===== src/rtl/seq_shifter.sv =====
// Sequential shift unit: SRL/SLL/SRA (and ROR when SEQ_SHIFTER_ROTATE_EN is
// defined) moving one bit position per clock, with valid/ready on both sides.
module seq_shifter #(
    parameter int N = 8
) (
    input  logic         clk,
    input  logic         rst_n,
    input  logic         in_valid,
    output logic         in_ready,
    input  logic [N-1:0] a,
    input  logic [N-1:0] b,
    input  logic [1:0]   op,
    output logic         out_valid,
    input  logic         out_ready,
    output logic [N-1:0] out,
    output logic         busy
);

    localparam int LW = $clog2(N);
    localparam int CW = LW + 1;

    localparam logic [1:0] OP_SRL = 2'b00;
    localparam logic [1:0] OP_SLL = 2'b01;
    localparam logic [1:0] OP_SRA = 2'b10;
`ifdef SEQ_SHIFTER_ROTATE_EN
    localparam logic [1:0] OP_ROR = 2'b11;
`endif

    typedef enum logic [1:0] {
        IDLE  = 2'd0,
        SHIFT = 2'd1,
        DONE  = 2'd2
    } state_t;

    state_t          state_reg;
    logic [N-1:0]    work_reg;
    logic [N-1:0]    out_reg;
    logic [1:0]      op_reg;
    logic [CW-1:0]   count_reg;
    logic [CW-1:0]   eff_next;
    logic [N-1:0]    step_next;

    // Amounts past the width saturate at N, so fills complete and stop there.
    always_comb begin
        eff_next = (b >= N'(N)) ? CW'(N) : b[CW-1:0];
`ifdef SEQ_SHIFTER_ROTATE_EN
        if (op == OP_ROR) begin
            eff_next = {1'b0, b[LW-1:0]};
        end
`endif
    end

    // SRA keeps work_reg[N-1] fixed, so it always equals the original sign.
    always_comb begin
        case (op_reg)
            OP_SLL:  step_next = {work_reg[N-2:0], 1'b0};
            OP_SRA:  step_next = {work_reg[N-1], work_reg[N-1:1]};
`ifdef SEQ_SHIFTER_ROTATE_EN
            OP_ROR:  step_next = {work_reg[0], work_reg[N-1:1]};
`endif
            default: step_next = {1'b0, work_reg[N-1:1]};
        endcase
    end

    always_ff @(posedge clk) begin
        if (!rst_n) begin
            state_reg <= IDLE;
            work_reg  <= '0;
            op_reg    <= OP_SRL;
            count_reg <= '0;
            out_reg   <= '0;
        end else begin
            case (state_reg)
                IDLE: begin
                    if (in_valid) begin
                        work_reg  <= a;
                        op_reg    <= op;
                        count_reg <= eff_next;
                        if (eff_next == '0) begin
                            out_reg   <= a;
                            state_reg <= DONE;
                        end else begin
                            state_reg <= SHIFT;
                        end
                    end
                end
                SHIFT: begin
                    work_reg  <= step_next;
                    count_reg <= count_reg - 1'b1;
                    if (count_reg == CW'(1)) begin
                        out_reg   <= step_next;
                        state_reg <= DONE;
                    end
                end
                DONE: begin
                    if (out_ready) begin
                        state_reg <= IDLE;
                    end
                end
                default: state_reg <= IDLE;
            endcase
        end
    end

    assign in_ready  = (state_reg == IDLE);
    assign out_valid = (state_reg == DONE);
    assign busy      = (state_reg != IDLE);
    assign out       = out_reg;

endmodule


===== config.mk =====
export PLATFORM = sky130hd
export DESIGN_NAME = seq_shifter
export DESIGN_NICKNAME = d
export VERILOG_FILES = /design/src/rtl/seq_shifter.sv
export SDC_FILE = /design/constraint.sdc
export NUM_CORES = 1
export LEC_CHECK = 0
export CORE_MARGIN = 5
export CORE_UTILIZATION = 52
export DETAILED_ROUTE_END_ITERATION = 12
export PLACE_DENSITY = 0.88
export SETUP_SLACK_MARGIN = 0.1
export SLEW_MARGIN = 20
export SYNTH_ARGS = -nofsm -noshare
export SYNTH_HDL_FRONTEND = slang
export SYNTH_SLANG_ARGS = --single-unit

===== constraint.sdc =====
create_clock -name clk -period 4.4 [get_ports clk]
set_input_delay 1.1 -clock clk [delete_from_list [all_inputs] [get_ports clk]]
set_output_delay 1.1 -clock clk [all_outputs]
set_load 0.05 [all_outputs]

==> flow_summary.json, run 1 <==
{
  "dp_cells": 208,
  "clock-root-buffer": "clkbuf_4",
  "die-area_um2": 3583,
  "grt_pass1_wl_um": 5064,
  "worst_ep_arrival_time_ns": 1.91,
  "drive_gt1_frac": 0.08791,
  "avgSynthCellArea_um2": 8.339,
  "yosys-top-cells-count": "dfxtp_1, nand2_1, a21oi_1, nor3_1, nor2_1",
  "slew_headroom": 0.4287,
  "place_congestion": 0.8713,
  "stdcell_count": 212,
  "cap_viol_max_count": 0,
  "vias": 1176,
  "cts_setup_buffers": 0,
  "ctsLongestPathBuffers": 2,
  "drtIter0Drc": 33,
  "peakVddDrop_mv": 0.2283,
  "synth_cell_types": 33,
  "drt_pass1_iterations": 4,
  "dp_hpwl_um": 2158,
  "die_h_um": 59.86,
  "nFillCells": 196,
  "netlist_area_um2": 1292,
  "synth_top_flop_cell": "dfxtp_1",
  "antenna_found_initial": 0,
  "fin_util": 0.6831,
  "rsz0062_at_grt": "no",
  "fp.coreArea_um2": 2432,
  "finalCritPeriodShare": 0.6842,
  "setup_violations": 0,
  "synth_top_area_share": 0.3717,
  "hold_viol": 0,
  "start_kind": "flip-flop",
  "grt_pass1_vias": 1179,
  "postLayoutSetupSlackWorst_ns": 1.390,
  "final_antenna_net_count": 0,
  "antenna_cells": 0,
  "critPathKind": "reg2out",
  "h-tree-depth": 1,
  "syn_inst": 155,
  "worst_slew_pin_slew_ns": 0.8552,
  "fin_crit_ns": 3.010,
  "synth_top_area_cell": "dfxtp_1",
  "ys_seq_area_frac": 0.3717,
  "clk_pin_slew_ns": 0.15,
  "fmax_mhz": 332.2,
  "synth_nets": 181,
  "yosysMostFrequentCell": "dfxtp_1",
  "outcome": "complete, no violations",
  "ioPinCount": 33,
  "ctsResizeCount": 0,
  "cts_buffers": 3,
  "postLayoutCellArea_um2": 1662,
  "area_growth_pct": 28.56,
  "start_util": 0.5314,
  "wirelength_um": 2960,
  "fin_skew_ns": 0.01324,
  "critPathRequiredTime_ns": 3.30,
  "crit_fanout": 9,
  "clock_latency_ns": 0.32,
  "fin_tns_setup_ns": 0,
  "clkSinkCount": 24,
  "maxSlewViolCount": 0,
  "ctsHoldBuffers": 0,
  "power_leakage_uw": 0.0006555,
  "gr-total-overflow": 0,
  "critPathCaptureType": "primary output",
  "ys_warn_count": 0,
  "cts_tree": "done",
  "dpl_cell_area_um2": 1609,
  "synth_area_leaders": "dfxtp_1, mux2_4, nand2_1, a221oi_1, a21oi_1",
  "drc_errors": 0,
  "detail_route.wl_per_cell_um": 13.96,
  "synthArstFlopShare": 0,
  "via_per_inst": 5.547,
  "synth_edf_count": 0,
  "die_w_um": 59.86,
  "power_density_nw_per_um2": 325.4,
  "io_buffers": 32,
  "grt_max_degree": 22,
  "hp-class": "reg2reg",
  "pre_cts_ws_ns": 1.053,
  "fin_nets": 209,
  "ys_ff_latch": 24,
  "grt_usage": 0.1829,
  "rows": 18
}
kinds of logic after synthesis:
kind of cell    after synthesis  synth area share
flops                        24            0.3717
compound gates               33            0.1694
mux                           8           0.08519
fa+ha+maj                     4           0.03872
buf+inv                      15           0.04937
simple gates                 71            0.2856
worst max-delay path, stage by stage, from the launching register on:
cell and delay, ns:
dfxtp_1 0.40, or2_2 0.33, inv_1 0.07, clkdlybuf4s50_1 0.80
final timing paths:
check	start	slack, ns	end	depth (start not counted)
setup / recovery	state_reg[0]	1.39	in_ready	3
hold reg to reg	out[7]	0.49	out[7]	2
hold / removal	out[7]	0.49	out[7]	2
setup reg to reg	state_reg[0]	2.35	out[1]	3
cells in the final DEF, fill, tap and decap left out, drive strengths merged, types with 3 or more instances in the layout:
master and instances:
ha 4, o21ai 5, mux2 6, or3 7, clkdlybuf4s50 32, a221oi 7
inv 6, nor2 11, nor2b 3, clkbuf 3, nor3 12, dfxtp 24
a21oi 12, nand2 17, or2 3, and2 9
power breakdown:
group / switching (uW) / total (uW) / internal, uW
clock network: 70.1 / 162 / 92.1
logic: 71.0 / 130 / 59.1
registers: 14.5 / 248 / 234
stage by stage:
step,hold slack (ns),power (uW)
floorplan,0.4450,338.1
global placement,0.4508,376.9
detailed placement,0.4755,381.9
CTS,0.4947,541.9
global route,0.5071,567.5
finish,0.4914,540.7
layer usage:
| metal | GRT usage | vias to the layer above | part of all wire |
|---|---|---|---|
| li1 | - | 602 | - |
| met5 | 0 | - | 0 |
| met3 | 0.01944 | 7 | 0.064 |
| met1 | 0.2192 | 524 | 0.44 |
| met4 | 0.05063 | 0 | 0.014 |
| met2 | 0.3395 | 43 | 0.48 |
area by class of cell:
type,instances,area (um^2),area share
multi-input combinational,116,748.2,0.4503
tap,30,37.54,0.02259
sequential,24,480.5,0.2892
timing repair buffer,32,320.3,0.1928
clock inverter,1,30.03,0.01807
inverter,6,22.52,0.01355
clock buffer,3,22.52,0.01355
No activity file was read; power rests on OpenSTA's default activity.
==> run 2: changes to the inputs <==
--- a/config.mk
+++ b/config.mk
@@ -6,9 +6,9 @@
 export NUM_CORES = 1
 export LEC_CHECK = 0
 export CORE_MARGIN = 5
-export CORE_UTILIZATION = 52
+export CORE_UTILIZATION = 48
 export DETAILED_ROUTE_END_ITERATION = 12
-export PLACE_DENSITY = 0.88
+export PLACE_DENSITY = 0.83
 export SETUP_SLACK_MARGIN = 0.1
 export SLEW_MARGIN = 20
 export SYNTH_ARGS = -nofsm -noshare
==> constraint.sdc (replaced) <==
create_clock -name clk -period 3.05 [get_ports clk]
set_input_delay 0.7625 -clock clk [delete_from_list [all_inputs] [get_ports clk]]
set_output_delay 0.7625 -clock clk [all_outputs]
set_load 0.05 [all_outputs]
==> run 2 against run 1 <==
Routed wire length is 0.91% lower. First-iteration DRC count fell by 30%. Final cell count is 1.4% higher. Critical path type unchanged. Critical endpoint unchanged.
==> flow_summary.json, run 2 (synthesis gave the netlist of run 1 again) <==
{
  "drt_pass1_iterations": 4,
  "whs_path_depth": 2,
  "min_to": "out[0]",
  "cp_slowest_stage_delay_ns": 0.80,
  "die_h_um": 61.89,
  "drc_errors": 0,
  "crit_fanout": 9,
  "clock_latency_ns": 0.32,
  "hold_viol": 0,
  "critPathKind": "reg2out",
  "cts_buffers": 3,
  "area_growth_pct": 30.30,
  "start_util": 0.5124,
  "maxSlewViolCount": 0,
  "ctsHoldBuffers": 0,
  "cap_viol_max_count": 0,
  "detail_route.wl_per_cell_um": 13.64,
  "r2r_cells": 3,
  "dpl_cell_area_um2": 1632,
  "slew_headroom": 0.4500,
  "fmax_mhz": 373.2,
  "setup_violations": 0,
  "fin_nets": 212,
  "pre_cts_ws_ns": 0.05640,
  "final_antenna_net_count": 0,
  "drtIter0Drc": 23,
  "min_from": "out[0]",
  "clkSinkCount": 24,
  "gr-total-overflow": 0,
  "dp_hpwl_um": 2195,
  "cts_setup_buffers": 0,
  "outcome": "complete, no violations",
  "postLayoutCellArea_um2": 1684,
  "final_cell_mix": "clkdlybuf4s50_1, dfxtp_1, nand2_1",
  "final_common_cell": "clkdlybuf4s50_1",
  "power_density_nw_per_um2": 465.1,
  "clock-root-buffer": "clkbuf_4",
  "wirelength_um": 2933,
  "cts_tree": "done",
  "drive_gt1_frac": 0.1027,
  "h-tree-depth": 1,
  "grt_pass1_vias": 1187,
  "fin_skew_ns": 0.01441,
  "vias": 1212,
  "grt_max_degree": 22,
  "finalCritPeriodShare": 0.8786,
  "power_leakage_uw": 0.0006699,
  "critPathSlowestCell": "clkdlybuf4s50_1",
  "rows": 18,
  "ioPinCount": 33,
  "path_cells": "or2_2 > inv_1 > clkdlybuf4s50_1",
  "via_per_inst": 5.637,
  "grt_usage": 0.1735,
  "r2r_setup_slack_ns": 1.09,
  "hp-class": "reg2reg",
  "io_buffers": 32,
  "worst_ep_arrival_time_ns": 1.92,
  "rsz0062_at_grt": "no",
  "place_congestion": 0.7819,
  "worst_slew_pin_slew_ns": 0.8233,
  "rr_startpoint": "state_reg[0]",
  "clk_pin_slew_ns": 0.15,
  "ctsLongestPathBuffers": 2,
  "die_w_um": 61.89,
  "die-area_um2": 3830,
  "cp_num_buf_inv": 2,
  "start_kind": "flip-flop",
  "peakVddDrop_mv": 0.5233,
  "fp.coreArea_um2": 2522,
  "antenna_found_initial": 0,
  "grt_pass1_wl_um": 5023,
  "fin_crit_ns": 2.680,
  "critPathRequiredTime_ns": 2.29,
  "reg2reg_to": "out[6]",
  "ctsResizeCount": 0,
  "postLayoutSetupSlackWorst_ns": 0.3704,
  "critPathCaptureType": "primary output",
  "crit_family": "buffers and inverters",
  "fin_tns_setup_ns": 0,
  "antenna_cells": 0
}
run 2: power breakdown:
group	internal (uW)	switching, uW	leakage [uW]	total, uW
logic	89.7	103	0.000445	193
registers	337	20.0	0.000197	357
clock network	133	100	0.0000279	233
run 2: layer usage:
layer,part of all wire,wire [um],global-route usage,vias up
met5,0,0,0,-
met4,0.012,35,0.03636,0
met3,0.068,199,0.04545,4
met2,0.51,1489,0.3229,40
met1,0.41,1209,0.1977,562
li1,-,-,-,606
run 2: final cells by class:
type	count	area [um^2]
clock buffers	3	22.52
clock inverters	1	30.03
fillers	196	838.3
inverters	6	22.52
multi-input cells	116	748.2
flip-flops and latches	24	480.5
well taps	30	37.54
repair buffers	35	342.8
run 2: worst max path at each step:
stage	startpoint	to	slack, ns	cells after the start
2_1_floorplan	b[7]	out[1]	0.64	5
3_3_place_gp	b[7]	out[5]	0.07	5
3_5_place_dp	b[7]	out[6]	0.06	5
4_1_cts	state_reg[0]	in_ready	0.36	3
5_1_grt	state_reg[0]	in_ready	0.30	3
6_report	state_reg[0]	in_ready	0.37	3
run 2: stage by stage:
step,cells,hold slack [ns],power (uW),utilization
floorplan,155,0.4450,487.8,-
global placement,211,0.4525,549.2,0.6468
detailed placement,211,0.4610,555.2,0.6468
CTS,215,0.4804,786.1,0.6677
global route,215,0.4921,825.6,0.6677
finish,215,0.4735,783.4,0.6677
run 2: worst register-to-register path: stages (launching register included):
cell and delay (ns):
dfxtp_1 0.40, or3b_2 0.52, o32a_1 0.57, mux2_4 0.38
